==> src/rtl/instr_encode_loader.sv <==
// Packs symbolic instructions into 9-bit machine words and writes them to
// instruction memory at consecutive addresses from a programmed base.
module instr_encode_loader #(
  parameter int unsigned AW    = 8,
  parameter int unsigned LIMIT = 256
) (
  input  logic          Clk,
  input  logic          Reset,
  input  logic          start,
  input  logic [AW-1:0] base_addr,
  input  logic          in_valid,
  output logic          in_ready,
  input  logic [3:0]    in_op,
  input  logic [7:0]    in_field,
  input  logic          finish,
  output logic          im_we,
  output logic [AW-1:0] im_addr,
  output logic [8:0]    im_data,
  output logic [AW:0]   word_count,
  output logic          full,
  output logic          err,
  output logic          done
);

  localparam int unsigned DW = 9;
  localparam logic [AW:0]   LIMIT_W = (AW+1)'(LIMIT);
  localparam logic [AW-1:0] LAST    = AW'(LIMIT - 1);

  localparam logic [1:0] S_IDLE = 2'd0;
  localparam logic [1:0] S_LOAD = 2'd1;
  localparam logic [1:0] S_FULL = 2'd2;
  localparam logic [1:0] S_DONE = 2'd3;

  logic [1:0]    r_state;
  logic [AW-1:0] r_wr_ptr;
  logic          r_ready;
  logic          r_we;
  logic [AW-1:0] r_addr;
  logic [DW-1:0] r_data;
  logic [AW:0]   r_count;
  logic          r_full;
  logic          r_err;
  logic          r_done;

  logic [1:0]    w_state_nxt;
  logic [AW-1:0] w_ptr_nxt;
  logic          w_we_nxt;
  logic [AW-1:0] w_addr_nxt;
  logic [DW-1:0] w_data_nxt;
  logic [AW:0]   w_count_nxt;
  logic          w_full_nxt;
  logic          w_err_nxt;
  logic [DW-1:0] w_enc;
  logic          w_legal;
  logic          w_accept;

  assign w_accept = in_valid & r_ready;

  // Op class to machine-word packing; ops 10-15 are flagged illegal.
  always_comb begin
    w_enc   = '0;
    w_legal = 1'b1;
    case (in_op)
      4'd0:    w_enc = 9'h06F;
      4'd1:    w_enc = {1'b1, in_field};
      4'd2:    w_enc = {2'b01, in_field[6:0]};
      4'd3:    w_enc = {5'b00100, in_field[3:0]};
      4'd4:    w_enc = {5'b00101, in_field[3:0]};
      4'd5:    w_enc = {5'b00111, in_field[3:0]};
      4'd6:    w_enc = 9'h060;
      4'd7:    w_enc = 9'h062;
      4'd8:    w_enc = {5'b00010, in_field[3:0]};
      4'd9:    w_enc = {5'b00011, in_field[3:0]};
      default: w_legal = 1'b0;
    endcase
  end

  // Next-state and next-output logic for the load session.
  always_comb begin
    w_state_nxt = r_state;
    w_ptr_nxt   = r_wr_ptr;
    w_we_nxt    = 1'b0;
    w_addr_nxt  = r_addr;
    w_data_nxt  = r_data;
    w_count_nxt = r_count;
    w_full_nxt  = r_full;
    w_err_nxt   = r_err;
    case (r_state)
      S_IDLE: begin
        if (start) begin
          w_ptr_nxt   = base_addr;
          w_count_nxt = '0;
          w_err_nxt   = 1'b0;
          if ({1'b0, base_addr} >= LIMIT_W) begin
            w_full_nxt  = 1'b1;
            w_state_nxt = S_FULL;
          end else begin
            w_full_nxt  = 1'b0;
            w_state_nxt = S_LOAD;
          end
        end
      end
      S_LOAD: begin
        if (w_accept) begin
          if (w_legal) begin
            w_we_nxt    = 1'b1;
            w_addr_nxt  = r_wr_ptr;
            w_data_nxt  = w_enc;
            w_count_nxt = r_count + (AW+1)'(1);
            // The last legal slot stops the pointer instead of wrapping.
            if (r_wr_ptr == LAST) begin
              w_full_nxt  = 1'b1;
              w_state_nxt = S_FULL;
            end else begin
              w_ptr_nxt = r_wr_ptr + AW'(1);
            end
          end else begin
            w_err_nxt = 1'b1;
          end
        end
        if (finish) w_state_nxt = S_DONE;
      end
      S_FULL: begin
        if (finish) w_state_nxt = S_DONE;
      end
      S_DONE: begin
        w_state_nxt = S_IDLE;
      end
      default: w_state_nxt = S_IDLE;
    endcase
  end

  // State and registered outputs.
  always_ff @(posedge Clk) begin
    if (Reset) begin
      r_state  <= S_IDLE;
      r_wr_ptr <= '0;
      r_ready  <= 1'b0;
      r_we     <= 1'b0;
      r_addr   <= '0;
      r_data   <= '0;
      r_count  <= '0;
      r_full   <= 1'b0;
      r_err    <= 1'b0;
      r_done   <= 1'b0;
    end else begin
      r_state  <= w_state_nxt;
      r_wr_ptr <= w_ptr_nxt;
      r_ready  <= (w_state_nxt == S_LOAD);
      r_we     <= w_we_nxt;
      r_addr   <= w_addr_nxt;
      r_data   <= w_data_nxt;
      r_count  <= w_count_nxt;
      r_full   <= w_full_nxt;
      r_err    <= w_err_nxt;
      r_done   <= (w_state_nxt == S_DONE);
    end
  end

  assign in_ready   = r_ready;
  assign im_we      = r_we;
  assign im_addr    = r_addr;
  assign im_data    = r_data;
  assign word_count = r_count;
  assign full       = r_full;
  assign err        = r_err;
  assign done       = r_done;

endmodule

==> config.mk <==
export PLATFORM = sky130hd
export DESIGN_NAME = instr_encode_loader
export DESIGN_NICKNAME = d
export VERILOG_FILES = /design/src/rtl/instr_encode_loader.sv
export SDC_FILE = /design/constraint.sdc
export NUM_CORES = 1
export LEC_CHECK = 0
export BUFFER_PORTS_ARGS = -buffer_cell sky130_fd_sc_hd__buf_2
export CAP_MARGIN = 30
export CORE_MARGIN = 2
export CORE_UTILIZATION = 52
export CTS_CLUSTER_SIZE = 12
export DETAILED_ROUTE_END_ITERATION = 8
export PLACE_DENSITY = 0.83
export SLEW_MARGIN = 0
export SYNTH_ARGS = -nofsm -noshare
export SYNTH_HDL_FRONTEND = slang
export SYNTH_SLANG_ARGS = --single-unit
==> constraint.sdc <==
create_clock -name Clk -period 2 [get_ports Clk]
set_clock_uncertainty 0.2 [all_clocks]
set_input_delay 0.2 -clock Clk [delete_from_list [all_inputs] [get_ports Clk]]
set_output_delay 0.2 -clock Clk [all_outputs]
set_load 0.03 [all_outputs]
; ---- After elaboration in Yosys (flattened, before gate mapping)
; Index checks and enable logic that the tools add are counted.
[word_totals]
register_bits = 41
latch_bits = 0
mem_bits_rw = 0
romBits = 0
in_bits = 25
word_cells = 73
memories = 0
[op_classes]
add_sub_neg = 2
multipliers = 0
n_div = 0
n_lt_le_gt_ge = 0
eq_ne = 21
shift = 0
n_mux = 27
n_bitwise = 3
reduce_logical = 10
[op_table]
columns = cell, count
row1 = $pmux W9 S10, 1
row2 = $mux W8, 4
row3 = $mux W9, 3
row4 = $pmux W9 S2, 1
row5 = $eq A4 B3 Y1 const B, 4
row6 = $pmux W8 S2, 1
row7 = $mux W2, 6
row8 = $ne A2 B2 Y1 const B, 6
row9 = $reduce_and A5 Y1, 2
row10 = $reduce_or A10 Y1, 1
row11 = $add A9 B1 Y9 const B, 1
row12 = $add A8 B1 Y8 const B, 1
row13 = $eq A4 B2 Y1 const B, 2
row14 = $eq A4 B4 Y1 const B, 2
row15 = $eq A8 B8 Y1 const B, 1
row16 = $mux W1, 8
row17 = $pmux W2 S4, 1
row18 = $reduce_and A4 Y1, 2
row19 = $eq A2 B2 Y1 const B, 3
row20 = $eq A2 B1 Y1 const B, 2
row21 = $eq A4 B1 Y1 const B, 1
row22 = $logic_not A4 Y1, 1
row23 = $pmux W1 S2, 2
row24 = $reduce_and A3 Y1, 1
row25 = 5 further kinds, 6

; ---- Logic depth before layout (Yosys ltp)
[depth]
ltp_word = 8
depth_mapped = 6
mapped_depth_nobuf = 5

; ---- Worst setup path before layout
; OpenSTA, ideal clock, no wires.
[synth_path]
path_kind = register to register
from = register r_ready (netlist: in_ready)
to = register r_count[5] (netlist: word_count[5])
arrival_time_ns = 1.578
path_slack_ns = 0.151
stages_incl_launch_ff = 6
period_less_slack_ns = 1.849
cell_sequence = dfxtp_1 > and4b_1 > buf_2 > a21oi_2 > or4_1 > a21oi_1
[synth_between]
elab_chain_len = 3
[synth_rtl]
columns = item, line_no
row1 = from (decl), 36  ; logic r_ready;
row2 = from (signal assigned), 149  ; r_ready <= (w_state_nxt == S_LOAD);
row3 = $and A1 B1 Y1, 57  ; assign w_accept = in_valid & r_ready;
row4 = $ne A2 B2 Y1 (no line), -
row5 = $reduce_and A4 Y1 (no line), -
row6 = to (signal assigned), 153  ; r_count <= w_count_nxt;
row7 = to (decl), 40  ; logic [AW:0] r_count;
; Every way passes these cells.
; A chain may end at the register's enable or synchronous reset.

; ---- Worst setup path after layout
[layout_path]
from = register r_wr_ptr[1]
to = register r_wr_ptr[5]
[layout_between]
elab_chain_len = 5
[layout_rtl]
columns = item, line_no
row1 = from (decl), 35  ; logic [AW-1:0] r_wr_ptr;
row2 = from (signal assigned), 148  ; r_wr_ptr <= w_ptr_nxt;
row3 = $add A8 B1 Y8, 115  ; w_ptr_nxt = r_wr_ptr + AW'(1);
row4 = $mux W8, 111  ; if (r_wr_ptr == LAST) begin
row5 = $mux W8, 105  ; if (w_legal) begin
row6 = $mux W8, 104  ; if (w_accept) begin
row7 = $pmux W8 S2, 88  ; case (r_state)
; Parallel ways exist; a longest one is shown, timed or not. The select of a mux whose other input is x is not followed.

==> impl_results.rst <==
.. list-table::
   :header-rows: 1

   * - Metric
     - Value
   * - Inserted Diodes
     - 0
   * - TritonRoute pass-1 iters
     - 5
   * - CTS tree
     - yes
   * - Category of the most critical setup path
     - flop to flop
   * - Number of setup violations in the final report
     - 0
   * - Main combinational cell family by area after synthesis
     - simple AND/OR/NAND/NOR gates
   * - Starting density of the core
     - 0.5468
   * - Die outline area
     - 4424 um^2
   * - Total CTS buffers
     - 5
   * - Vias post-DR
     - 2162
   * - Worst path max stage delay
     - 0.37 ns
   * - Maximum level of the CTS H-tree
     - 2
   * - Library cell occupying the most area in the post-synthesis netlist
     - sky130_fd_sc_hd__dfxtp_1
   * - Area contributors post-synth
     - sky130_fd_sc_hd__dfxtp_1 40%, sky130_fd_sc_hd__a21oi_1 7.1%, sky130_fd_sc_hd__nand2_1 6.8%, sky130_fd_sc_hd__o21ai_0 4.4%, sky130_fd_sc_hd__nor2_1 3.0%
   * - Number of DRC markers in iteration 0
     - 126
   * - Layout area overhead
     - 25.06%
   * - Post-route cell area
     - 2541 um^2
   * - Slowest cell on crit path
     - sky130_fd_sc_hd__o211ai_1
   * - Worst hold start
     - in_field[3]
   * - Placed Area
     - 2386 um^2
   * - Peak clock frequency supported by timing
     - 0.5248 GHz
   * - Number of remaining DRC errors
     - 0
   * - Final cell count without fillers
     - 365
   * - Worst Tran Pin Value
     - 0.4654 ns
   * - Critical path arrival
     - 1.89 ns
   * - Ys flop type
     - sky130_fd_sc_hd__dfxtp_1
   * - Latest clock arrival within the worst-skew pair
     - 0.29 ns
   * - Utilization after layout
     - 0.6838
   * - Mux cell area share after synthesis
     - 0
   * - Post-synthesis share of cell area spent on full adders, half adders and majority gates
     - 0.01724
   * - Fin. max-slew vios
     - 0
   * - Port buffer count
     - 55
   * - Via density per instance
     - 5.923
   * - EDFF count, synth
     - 0
   * - Area fraction in compound gates after synthesis
     - 0.2635
   * - Setup repair after global routing missed its margin
     - yes
   * - Area taken by flip-flops and latches
     - 820.8 um^2
   * - Area of the multi-input gates
     - 1121 um^2
   * - Seq cells post-synth
     - 41
   * - Top Family by Delay on Critical Path
     - compound AO/OA/AOI/OAI gates
   * - Standard cell core area
     - 3716 um^2
   * - XOR/XNOR Fraction of Synth Area
     - 0
   * - Final hold violation count
     - 0
   * - Share of post-route cells with drive strength above 1
     - 0.2744
   * - Number of instances on the worst hold path
     - 3
   * - Series of cell instances along the critical path
     - ha_2, nand4_1, o211ai_1, nand2_2, a32o_1
   * - Maximum fanout count along the critical path
     - 7
   * - Clock slew seen by the registers of the worst setup and hold paths
     - 0.08 ns
   * - # rows
     - 22
   * - Top cells by instance count after synthesis
     - 41 x sky130_fd_sc_hd__dfxtp_1, 37 x sky130_fd_sc_hd__nand2_1, 29 x sky130_fd_sc_hd__a21oi_1
   * - Post-synthesis net count
     - 281
   * - Synth Area in Simple Gates
     - 0.2654
   * - Avg WL per Cell
     - 13.90 um
   * - Largest net degree at the start of global routing
     - 18
   * - Setup crit start kind
     - flop
   * - Length in cells of the worst reg-to-reg path
     - 5
   * - Category of the worst setup path capture point
     - flop
   * - Critical register-to-register path endpoint
     - r_wr_ptr[5]
   * - Die height
     - 66.51 um
   * - Terminating pin of the worst hold path
     - im_data[3]
   * - Most used standard cell by instance count after synthesis
     - sky130_fd_sc_hd__dfxtp_1
   * - Share of Yosys cell area claimed by the top area cell type
     - 0.4039
   * - Number of unique standard cell types used by synthesis
     - 53
   * - Max_cap viols
     - 0
   * - Routability cong.
     - 0.8631
   * - Final period util
     - 0.9528
   * - Global-route usage over all layers
     - 0.2329
   * - Outcome
     - finished clean
   * - Final period demand of the worst path
     - 1.906 ns
   * - Filler Cells Inserted
     - 309
   * - Initial antenna violation count
     - 0
   * - Count of nets after finishing
     - 343
   * - Syn Inst Count
     - 254
   * - Die span in x
     - 66.51 um
   * - Mean area per synthesized cell
     - 8.000 um^2
   * - Total power divided by cell area
     - 721.4 nW/um^2
   * - CTS Root Cell
     - sky130_fd_sc_hd__clkbuf_8
   * - Number of placed instances with taps included
     - 354
   * - Type of the tightest min-delay check
     - input pin to flop
   * - Global-route wire length before repair
     - 8017 um
   * - Clock tree buffer depth
     - 2
   * - Total overflow reported by the global router
     - 0
   * - Detail Placement HPWL
     - 3559 um
   * - TritonCTS Sinks
     - 41
   * - Worst VDD drop
     - 0.4413 mV
   * - Async S/R FF share, synth
     - 0
   * - Leak
     - 1.028 nW
   * - Max-slew headroom at the worst pin
     - 0.6890
   * - Sequential-to-total area share from yosys stat
     - 0.4039
   * - Post-DRT Antenna Nets
     - 0
   * - Overall routed net length
     - 5072 um
   * - CP Data Required Time
     - 1.98 ns
   * - Critical R2R Launch
     - r_wr_ptr[1]
   * - Number of buffers and inverters on the critical path
     - 0
   * - Num ports
     - 56
   * - Area of the mapped netlist
     - 2032 um^2
   * - Via count of the first global-routing pass
     - 1870
   * - Setup slack on the worst flop-to-flop path
     - 0.09 ns
   * - Total of warnings raised by yosys
     - 0
   * - Overall Power
     - 0.001833 W
-- placed cells by master (no fill, tap or decap), types with 3 or more instances in the layout --
cell                       netlist  final
sky130_fd_sc_hd__clkbuf_8        0      6
sky130_fd_sc_hd__or3_1           7      7
sky130_fd_sc_hd__a221oi_1        3      3
sky130_fd_sc_hd__buf_4           0     13
sky130_fd_sc_hd__nand4_1         4      4
sky130_fd_sc_hd__nand2b_1        3      3
sky130_fd_sc_hd__dfxtp_1        41     41
sky130_fd_sc_hd__a211oi_1        4      4
sky130_fd_sc_hd__or4_1           3      3
sky130_fd_sc_hd__nor3_1          8      8
sky130_fd_sc_hd__o21ai_0        18     18
sky130_fd_sc_hd__nand3_1        11     11
sky130_fd_sc_hd__a32o_1          3      3
sky130_fd_sc_hd__o22ai_1         3      3
sky130_fd_sc_hd__a21oi_1        29     29
sky130_fd_sc_hd__nand2_1        37     36
sky130_fd_sc_hd__buf_2           6     55
sky130_fd_sc_hd__inv_1           8      8
sky130_fd_sc_hd__nor2_1         16     16
-- cell type report --
class,count,area share
Clock buffer,7,0.03397
Clock inverter,1,0.01182
Tap cell,48,0.02363
Inverter,8,0.01182
Multi-Input combinational cell,190,0.4412
Sequential cell,41,0.3230
Timing Repair Buffer,70,0.1546
-- per-stage QoR --
step	hold WS (ns)	setup slack [ns]	TNS, ns
after floorplan	0.1620	0.1512	0
after global placement	0.2384	0.1841	0
after detailed placement	0.2407	0.1325	0
after CTS	0.04196	0.1099	0
after global routing	0.04646	-0.01677	-0.01677
final	0.03356	0.09444	0
-- how the worst max path moves through the flow --
stage / startpoint / endpoint / slack, ns / cells after the start
detailed placement: r_wr_ptr[1] / r_wr_ptr[5] / 0.13 / 5
finish: r_wr_ptr[1] / r_wr_ptr[5] / 0.09 / 5
floorplan: in_ready / word_count[5] / 0.15 / 5
global placement: r_wr_ptr[0] / r_wr_ptr[5] / 0.18 / 5
CTS: r_wr_ptr[1] / r_wr_ptr[6] / 0.11 / 5
global route: r_wr_ptr[0] / r_wr_ptr[6] / -0.02 / 5
-- logic make-up after synthesis --
family,after synthesis
AOI/OAI and AO/OA,83
and+or+nand+nor,104
adders and majority gates,3
buffers and inverters,23
DFF,41
-- state kept, by name (all words and copies together) (netlist names) --
register,count
done,1
im_addr,8
im_we,1
r_state,2
err,1
full,1
r_wr_ptr,8
in_ready,1
im_data,9
word_count,9
-- routing by layer --
metal	up-vias	track usage	wire length (um)
li1	1060	-	-
met1	1005	0.2848	2178
met2	85	0.3713	2414
met3	12	0.06757	378
met4	0	0.1173	99
met5	-	0	0
-- power by group --
part           switching (W)  leakage (nW)  total, W  internal [W]
Clock               0.000274        0.0585  0.000681      0.000407
Sequential         0.0000270         0.333  0.000870      0.000843
Combinational       0.000172         0.637  0.000282      0.000110
Total               0.000473          1.03   0.00183       0.00136
-- tightest hold or removal path, cell delays in order --
cell                       delay [ns]
sky130_fd_sc_hd__buf_2           0.07
sky130_fd_sc_hd__a211oi_1        0.05
sky130_fd_sc_hd__nor3_1          0.15
-- repair_timing --
action                     in CTS  in global routing
buffers inserted                0                  1
hold endpoints to repair        2                  0
gates resized for setup         0                  3
setup endpoints to repair       0                  9
hold buffers                    2                  0
(Power assumes the default switching activity.)
